## src/rtl/aidan_mcnay_prime_seq.sv

```systemverilog
// Trial-division primality tester; requester side of a val/rdy remainder unit.
// Ports: clk/reset, cand stream in, is_prime stream out, divider req/resp.
module aidan_mcnay_prime_seq #(
  parameter int nbits = 16
) (
  input  logic             clk,
  input  logic             reset,
  input  logic [nbits-1:0] cand,
  input  logic             istream_val,
  output logic             istream_rdy,
  output logic             is_prime,
  output logic             ostream_val,
  input  logic             ostream_rdy,
  output logic [nbits-1:0] div_opa,
  output logic [nbits-1:0] div_opb,
  output logic             div_req_val,
  input  logic             div_req_rdy,
  input  logic [nbits-1:0] div_result,
  input  logic             div_resp_val,
  output logic             div_resp_rdy
);

  localparam logic [1:0] IDLE = 2'd0;
  localparam logic [1:0] SEND = 2'd1;
  localparam logic [1:0] WAIT = 2'd2;
  localparam logic [1:0] DONE = 2'd3;

  localparam logic [nbits-1:0]   D_INIT   = nbits'(2);
  localparam logic [nbits-1:0]   D_ONE    = nbits'(1);
  localparam logic [2*nbits-1:0] DSQ_INIT = (2*nbits)'(4);
  localparam logic [2*nbits-1:0] DSQ_ONE  = (2*nbits)'(1);

  logic [1:0]         state_q, state_d;
  logic [nbits-1:0]   n_q, n_d;
  logic [nbits-1:0]   d_q, d_d;
  logic [nbits-1:0]   opb_q, opb_d;
  logic [2*nbits-1:0] dsq_q, dsq_d;
  logic               prime_q, prime_d;

  logic               dsq_gt_n;
  logic [2*nbits-1:0] dsq_inc;

  assign dsq_gt_n = dsq_q > {{nbits{1'b0}}, n_q};

  // (d+1)^2 = d^2 + 2d + 1, so the square follows d without a multiplier
  assign dsq_inc = dsq_q
                 + {{(nbits-1){1'b0}}, d_q, 1'b0}
                 + DSQ_ONE;

  // all handshake outputs are forced low while reset is held
  assign istream_rdy  = !reset && (state_q == IDLE);
  assign div_req_val  = !reset && (state_q == SEND) && !dsq_gt_n;
  assign div_resp_rdy = !reset && (state_q == WAIT);
  assign ostream_val  = !reset && (state_q == DONE);
  assign is_prime     = prime_q;
  assign div_opa      = n_q;
  assign div_opb      = opb_q;

  always_comb begin
    state_d = state_q;
    n_d     = n_q;
    d_d     = d_q;
    opb_d   = opb_q;
    dsq_d   = dsq_q;
    prime_d = prime_q;
    case (state_q)
      IDLE: begin
        if (istream_val) begin
          n_d   = cand;
          d_d   = D_INIT;
          opb_d = D_INIT;
          dsq_d = DSQ_INIT;
          if (cand < D_INIT) begin
            prime_d = 1'b0;
            state_d = DONE;
          end else begin
            state_d = SEND;
          end
        end
      end
      SEND: begin
        // no divisor up to sqrt(n) found: n is prime
        if (dsq_gt_n) begin
          prime_d = 1'b1;
          state_d = DONE;
        end else if (div_req_rdy) begin
          state_d = WAIT;
        end
      end
      WAIT: begin
        if (div_resp_val) begin
          if (div_result == '0) begin
            prime_d = 1'b0;
            state_d = DONE;
          end else begin
            d_d     = d_q + D_ONE;
            opb_d   = d_q + D_ONE;
            dsq_d   = dsq_inc;
            state_d = SEND;
          end
        end
      end
      DONE: begin
        if (ostream_rdy) state_d = IDLE;
      end
      default: state_d = IDLE;
    endcase
  end

  always_ff @(posedge clk) begin
    if (reset) begin
      state_q <= IDLE;
      n_q     <= '0;
      d_q     <= D_INIT;
      opb_q   <= '0;
      dsq_q   <= DSQ_INIT;
      prime_q <= 1'b0;
    end else begin
      state_q <= state_d;
      n_q     <= n_d;
      d_q     <= d_d;
      opb_q   <= opb_d;
      dsq_q   <= dsq_d;
      prime_q <= prime_d;
    end
  end

endmodule

```

## config.mk

```make
export PLATFORM = sky130hd
export DESIGN_NAME = aidan_mcnay_prime_seq
export DESIGN_NICKNAME = d
export VERILOG_FILES = /design/src/rtl/aidan_mcnay_prime_seq.sv
export SDC_FILE = /design/constraint.sdc
export NUM_CORES = 1
export LEC_CHECK = 0
export CORE_MARGIN = 1.5
export CORE_UTILIZATION = 50
export CTS_BUF_LIST = sky130_fd_sc_hd__clkbuf_8
export CTS_CLUSTER_DIAMETER = 30
export CTS_CLUSTER_SIZE = 8
export DETAILED_ROUTE_END_ITERATION = 6
export GPL_TIMING_DRIVEN = 0
export PLACE_DENSITY = 0.86
export SLEW_MARGIN = 20
export SYNTH_ARGS = -nofsm -noshare
export SYNTH_HDL_FRONTEND = slang
export SYNTH_SLANG_ARGS = --single-unit
```

## constraint.sdc

```tcl
create_clock -name clk -period 2.22 [get_ports clk]
set_input_delay 0.444 -clock clk [delete_from_list [all_inputs] [get_ports clk]]
set_output_delay 0.444 -clock clk [all_outputs]
set_load 0.01 [all_outputs]
```

== Yosys cells after proc, flatten, opt, wreduce, memory -nomap -nowiden ==
Index checks and enable logic that the tools add are counted.

* Bits in registers: 83
* Word-level logic and storage cells: 59
* Output and inout port bits: 37
* Input port bits: 38

* Multiplexer cells: 22
* Equal/unequal tests: 11
* Add/subtract/negate cells: 3
* Reduce and logical (&&, ||, !) cells: 15
* Order comparisons: 2

{| class="wikitable"
|+ Operators with widths
! operator !! count
|-
| 32-bit 2-to-1 mux || 3
|-
| 32-bit one-hot mux with 2 select lines || 1
|-
| 16-bit 2-to-1 mux || 3
|-
| 32-bit by 1-bit adder with 32-bit output, second input constant || 1
|-
| 32-bit by 17-bit adder with 32-bit output || 1
|-
| 32-bit by 16-bit > comparator with 1-bit output || 1
|-
| 16-bit one-hot mux with 2 select lines || 1
|-
| 16-bit by 1-bit adder with 16-bit output, second input constant || 1
|-
| 16-bit zero test || 1
|-
| 16-bit by 2-bit < comparator with 1-bit output, second input constant || 1
|-
| 2-bit 2-to-1 mux || 7
|-
| 2-bit != test, second input constant || 5
|-
| 2-bit one-hot mux with 4 select lines || 1
|-
| 4-bit AND reduction || 2
|-
| 6-bit AND reduction || 1
|-
| 1-bit logical AND || 5
|-
| 1-bit 2-to-1 mux || 5
|-
| 2-bit equality test, second input constant || 2
|-
| 2-bit by 1-bit != test with 1-bit output, second input constant || 2
|-
| 3-bit != test, second input constant || 1
|-
| 1-bit one-hot mux with 3 select lines || 1
|-
| 3-bit nonzero test || 1
|-
| 2-bit by 1-bit equality test with 1-bit output, second input constant || 1
|-
| 1-bit zero test || 2
|-
| other kinds (3) || 3
|}

== Logic depth before layout (Yosys ltp) ==
Gate-level depths: netlist of the first run.

* Word-level depth: 5
* Gate-level depth with buffers: 9

== Worst setup path before layout of the first run ==
No wires, ideal clock.

* Path type: reg-to-output
* Start point: register n_q[1] (netlist: div_opa[1])
* End point: output port div_req_val
* Buffers on the path: 0
* Slack: -284 ps
* Cell stages (with the launch flop): 9
* Arrival: 2060 ps
* Cells stage by stage: dfxtp_1 inv_1 ha_1 nor2b_1 o211ai_1 a2111oi_0 or4b_2 a21o_1 nor2_1

* Cells in the longest elaborated chain, start to end: 3

{| class="wikitable"
|+ Ends and longest elaborated chain
! item !! line !! RTL
|-
| from (decl) || 34 || <nowiki>logic [nbits-1:0] n_q, n_d;</nowiki>
|-
| from (signal assigned) || 120 || <nowiki>n_q <= n_d;</nowiki>
|-
| 32-bit by 16-bit > comparator with 1-bit output || 43 || <nowiki>assign dsq_gt_n = dsq_q > {{nbits{1'b0}}, n_q};</nowiki>
|-
| 1-bit zero test || 52 || <nowiki>assign div_req_val = !reset && (state_q == SEND) && !dsq_gt_n;</nowiki>
|-
| 1-bit logical AND || 52 ||
|-
| to (decl) || 16 || <nowiki>output logic div_req_val,</nowiki>
|}

Every way passes these cells.

== Worst setup path in the final report of the first run ==
* Start point: register dsq_q[1]
* End point: output port div_req_val

* Cells in the longest elaborated chain, start to end: 3

{| class="wikitable"
|+ Ends and longest elaborated chain
! item !! line !! RTL
|-
| from (decl) || 37 || <nowiki>logic [2*nbits-1:0] dsq_q, dsq_d;</nowiki>
|-
| from (signal assigned) || 123 || <nowiki>dsq_q <= dsq_d;</nowiki>
|-
| 32-bit by 16-bit > comparator with 1-bit output || 43 ||
|-
| 1-bit zero test || 52 ||
|-
| 1-bit logical AND || 52 ||
|}

Every way passes these cells.

==> results.md, run 1 <==
* Outcome: finished with violations
* Violated checks: negative setup slack
* Syn_nets at 626
* Async set-reset flop share out of synthesis at 0%
* Clk root buf: clkbuf_8
* Post-Synthesis Cells at 554
* Kind of critical path: reg -> out
* Period minus WS final at 2.833 ns
* Synth Flop Type: dfxtp_1
* First-pass GRT wire length at 22.34 mm
* Total chip power at 3.256 mW
* Fmax at 353.0 MHz
* Via count at 5009
* Nets at 753
* DR iter-0 viols at 258
* Clock Path Buffers at 2
* Worst Setup Start Kind: flop
* Detailed Route WL at 15.07 mm
* Commonest non-fill, non-tap cells in the layout: nand2_1 (71), clkdlybuf4s50_1 (69), buf_4 (52), a21oi_1 (43), nor2_1 (41)
* Flops & latches, synth at 68
* CORE AREA at 8341 um^2
* Final worst slack at -0.6130 ns
* Synth area leader: dfxtp_1
* Die W at 96.33 um
* RSZ-0062 raised after global routing: yes
* CTS H-tree depth at 3
* Synth cell types at 59
* Final hold slack at 0.4724 ns
* HPWL after detailed placement at 9.790 mm
* Slew HR at 63.30%
* Reg2reg end: dsq_q[30]
* Avg Inst Size Synth at 7.862 um^2
* Grt ovf at 0
* Vias per inst at 6.357
* Sequential share of the synthesized area at 31.26%
* Fin crit share at 127.6%
* Min-delay src: div_opa[3]
* Post-synth EDFFs at 0
* WHS Endpoint: div_opa[3]
* CP required at 1.78 ns
* CP max FO at 2
* CP Data Arrival Time at 2.39 ns
* Synth top area share at 31.26%
* Met1 wire length at 6.004 mm
* All-Layer GR Usage at 31.60%
* Met3 routed WL at 994 um
* Clock transition at path regs at 0.07 ns
* Starting Density at 52.22%
* IO Port Bufs at 73
* Initial antenna violation count at 0
* Hold-critical path depth at 2
* Drt pass-1 iters at 5
* I/O Pins at 75
* Clock sinks at 68
* DIE HEIGHT at 96.33 um
* Worst r2r src: dsq_q[12]
* Max layer used: met4
* Fin. max-slew vios at 0
* Worst slew pin tran at 0.5448 ns
* Max rail drop VDD at 0.0005665 V
* Syn Std Cell Area at 4355 um^2
* Routability cong. at 0.9183
* Clock latency on the worst-skew pair at 0.36 ns
* Setup Viol. Count Final at 15
* Antenna-violating nets left at 0
* Clock skew at 0.008564 ns
* Share of layout cells above drive strength 1 at 30.45%
* Placement Setup Slack at -1.002 ns
* DRC Markers at 0
* Syn-to-layout area delta at 48.00%
* CTS tree: built
* Avg WL per Cell at 19.13 um
* Vias in the first global route at 4706
* Num CTS Buffers at 9
* Synth warn at 0
* Diode count at 0
* Reg2reg path depth at 8
* R2r setup slk at -0.28 ns
* # Max-Cap Violations at 0
* Metal2 WL at 7.543 mm
* Worst Hold Class: reg -> reg
* Type of destination of the critical path: primary output
* Largest net degree at the start of global routing at 11
* Lkg Pwr at 2.438 nW
* Sum of negative setup slack at -2.391 ns
* Cell Rows at 33
* Synth top area cells: dfxtp_1 (31%), ha_1 (9.5%), a21oi_1 (6.8%)
* DIE AREA at 9279 um^2
* Power Density at 505.2 nW/um^2
* Commonest non-fill, non-tap cell in the layout: nand2_1
* Final Hold Violating Endpoints at 0
## worst max path at each step
stage | start | to | slack [ns] | depth (start not counted)
floorplan | div_opa[1] | div_req_val | -0.10 | 8
global placement | istream_val | dsq_q[6] | -0.86 | 7
detailed placement | div_result[8] | d_q[5] | -1.00 | 8
CTS | dsq_q[1] | div_req_val | -0.60 | 8
global route | dsq_q[0] | div_req_val | -0.66 | 9
finish | dsq_q[1] | div_req_val | -0.61 | 8
## synthesized netlist by cell type, drive strengths merged, types with 3 or more instances
master	number
ha	33
or3	18
o31ai	5
nor4	16
o21ai	27
nor2b	4
clkbuf	14
inv	18
nor3	12
nand4	13
dfxtp	68
a22o	9
o21a	3
buf	21
and4	3
nand3	22
nor4b	5
a21oi	60
nand2	74
or4	6
xnor2	13
and3	5
xor2	10
a31oi	4
nor2	42
a211oi	5
a21o	10
## routing by layer
layer / track usage [%] / vias to the layer above
met5: 0 / -
met4: 11.35 / 0
met3: 5.529 / 62
met2: 56.98 / 262
met1: 37.28 / 2408
li1: - / 2277
## cell families (layout without fill, tap and decap cells)
family,after synthesis,in the layout,share of synthesized area [%]
flops,68,68,31.26
compound gates,143,143,21.03
xor+xnor,23,23,4.625
buf+inv,53,182,6.004
simple gates,231,231,26.69
mux,2,2,0.4597
fa+ha+maj,34,34,9.940
## flip-flops by register name, indices dropped and copies added (netlist names)
signal    count
d_q          15
div_opa      16
div_opb       2
dsq_q        32
is_prime      1
state_q       2
## final cells by class
type	count	area, um^2
fillers	556	1894
clock buffers	11	151.4
flip-flops and latches	68	1424
well taps	105	131.4
multi-input cells	433	3336
repair buffers	117	1082
plain buffers	34	241.5
clock inverters	2	12.51
inverters	18	67.56
## metrics by stage
step           utilization (%)  instances  cell area [um^2]
3_5_place_dp             63.79        732              5320
6_report                 77.29        788              6446
2_1_floorplan                -        554              4458
4_1_cts                  71.99        766              6005
3_3_place_gp             63.79        732              5320
5_1_grt                  77.29        788              6446
## timing repair
item                                    in CTS  in global routing
buffers inserted                            21                 21
gates cloned                                 1                  1
endpoints found under the setup margin      50                 43
pin swaps                                   32                 37
resized for setup                           95                 77
hold buffers                                 0                  0
## power breakdown
group | leakage, nW | switching [mW] | internal (mW)
Clock | 0.0831 | 0.490 | 0.446
Combinational | 1.79 | 0.541 | 0.445
Sequential | 0.569 | 0.0580 | 1.28
## worst max-delay path: stages, from the launching register on
cell and delay (ns):
dfxtp_4 0.36, ha_4 0.24, nor2b_4 0.12, o211ai_1 0.20, a2111oi_2 0.12, or4b_4 0.53, a21o_1 0.23, nor2_2 0.09
buf_2 0.14
No activity file was read; power rests on OpenSTA's default activity.
==> inputs of run 2 (changes only) <==
Settings changed: CORE_UTILIZATION 50 to 60, DONT_BUFFER_PORTS set to 1, PLACE_DENSITY 0.86 to 0.87.
==> results.md, run 2 (same netlist as run 1, synthesis figures left out) <==
* Outcome: finished with violations
* Violated checks: negative setup slack
* Worst Setup Start Kind: flop
* Routability cong. at 0.9365
* CP delay by family, top: simple AND/OR/NAND/NOR gates
* Kind of critical path: reg -> out
* Clock skew at 0.01375 ns
* Final Instance Area at 5474 um^2
* Power Density at 550.5 nW/um^2
* Antenna-violating nets left at 0
* Worst slew pin tran at 0.6928 ns
* Num CTS Buffers at 9
* Sequential Area at 1439 um^2
* Type of destination of the critical path: primary output
* Diode count at 0
* Area after DPL at 4578 um^2
* I/O Pins at 75
* Final Hold Violating Endpoints at 0
* Clock Path Buffers at 2
* CP max FO at 3
* Lkg Pwr at 2.075 nW
* IO Port Bufs at 0
* Clock transition at path regs at 0.09 ns
* Max layer used: met4
* Fillers at 458
* Largest Register: dsq_q
* Fin crit share at 129.3%
* Met1 wire length at 5.486 mm
* HPWL after detailed placement at 8.896 mm
* Clock sinks at 68
* Share of layout cells above drive strength 1 at 29.22%
* Cell mode on critical path: a21oi_1
* CTS tree: built
* Syn-to-layout area delta at 25.68%
* Metal2 WL at 6.631 mm
* Via count at 4731
* Commonest non-fill, non-tap cell in the layout: nand2_1
* Slowest-stage cell, CP: or4b_4
* DRC Markers at 0
* Nets at 666
* Initial antenna violation count at 0
* CP required at 1.78 ns
* First-pass GRT wire length at 20.54 mm
* Detailed Route WL at 14.26 mm
* Cell chain of the critical path: inv_1 > ha_1 > a21oi_1 > a21oi_1 > or4b_4 > a21o_1 > nor2_2
* CTS H-tree depth at 3
* Final worst slack at -0.6501 ns
* Starting Density at 63.06%
* Die W at 88.20 um
* Setup Viol. Count Final at 15
* Vias per inst at 6.807
* Clock latency on the worst-skew pair at 0.36 ns
* Commonest non-fill, non-tap cells in the layout: nand2_1 (71), a21oi_1 (47), nor2_1 (40), buf_4 (37), dfxtp_1 (36)
* Avg WL per Cell at 20.51 um
* Grt ovf at 0
* Fmax at 348.4 MHz
* Fin util at 79.26%
* # Max-Cap Violations at 0
* DR iter-0 viols at 478
* Max rail drop VDD at 0.0005786 V
* Drt pass-1 iters at 6
* Worst Hold Class: in -> reg
* Cell Rows at 30
* Clk root buf: clkbuf_8
* Crit path largest cell delay at 0.58 ns
* Largest register FFs at 32
* RSZ-0062 raised after global routing: yes
* Hold Buf Count CTS at 0
* All-Layer GR Usage at 34.41%
* Largest net degree at the start of global routing at 13
* Fin. max-slew vios at 0
* Period minus WS final at 2.870 ns
* Area of the multi-input gates at 3202 um^2
* Worst path bufs/invs at 1
* CORE AREA at 6907 um^2
* DIE AREA at 7779 um^2
* Met3 routed WL at 1.319 mm
* CP Data Arrival Time at 2.43 ns
* DIE HEIGHT at 88.20 um
* Vias in the first global route at 4205
* Slew HR at 53.81%
* Total chip power at 3.013 mW
[run 2: cell count changes in the layout (fill, tap and decap cells not counted), moves of 5 or more]
cell	before	now
buf_4	52	37
dfxtp_4	9	15
clkdlybuf4s50_1	69	0
ha_1	9	15
dfxtp_2	23	17
ha_4	22	17
a21oi_2	15	10
[run 2: cell type report]
type / instances / share of cell area [%]
multi-input cells: 433 / 58.49
flip-flops and latches: 68 / 26.29
repair buffers: 30 / 4.754
plain buffers: 34 / 3.954
clock buffers: 9 / 2.263
well taps: 96 / 2.194
inverters: 18 / 1.234
clock inverters: 7 / 0.8229
[run 2: routing by layer]
| metal | track usage [%] | up-vias |
|---|---|---|
| met2 | 55.17 | 326 |
| met1 | 43.92 | 2214 |
| met3 | 6.221 | 89 |
| met5 | 0 | - |
| li1 | - | 2102 |
| met4 | 18.61 | 0 |
[run 2: through the flow]
stage	cells	setup slack, ns	hold slack [ns]	setup TNS, ns
finish	695	-0.6501	0.1954	-2.552
global route	695	-0.7167	0.2028	-3.735
CTS	682	-0.6367	0.1985	-1.877
detailed placement	650	-0.4842	0.4668	-11.55
global placement	650	-0.4327	0.4550	-9.945
floorplan	554	-0.1003	0.4463	-0.1629
[run 2: worst reg2reg max path, cell delays in order, from the launching register on]
cell and delay [ns]:
dfxtp_4 0.37, ha_4 0.32, a21oi_4 0.09, a21o_1 0.22, a2111o_1 0.47, or3_4 0.40, or4_1 0.42, a21oi_1 0.13
[run 2: power breakdown]
group          internal (mW)  switching [mW]  total, mW
Combinational          0.264           0.457      0.721
Clock                  0.399           0.535      0.934
Sequential              1.28          0.0825       1.36
Total                   1.94            1.07       3.01
[run 2: path summary, 6_finish.rpt]
| kind | start | to | slack, ns | depth (start not counted) |
|---|---|---|---|---|
| max | div_opa[11] | div_req_val | -0.65 | 7 |
| min | cand[9] | div_opa[9] | 0.20 | 2 |
| min reg2reg | dsq_q[31] | dsq_q[31] | 0.49 | 2 |
| max reg2reg | d_q[12] | dsq_q[30] | -0.25 | 7 |
[run 2: timing repair]
| action | in CTS | in global routing |
|---|---|---|
| gates cloned | 1 | 1 |
| resized for setup | 59 | 76 |
| endpoints found under the setup margin | 49 | 44 |
| pin swaps | 37 | 27 |
| buffers inserted | 16 | 12 |
| endpoints found under the hold margin | 0 | 0 |
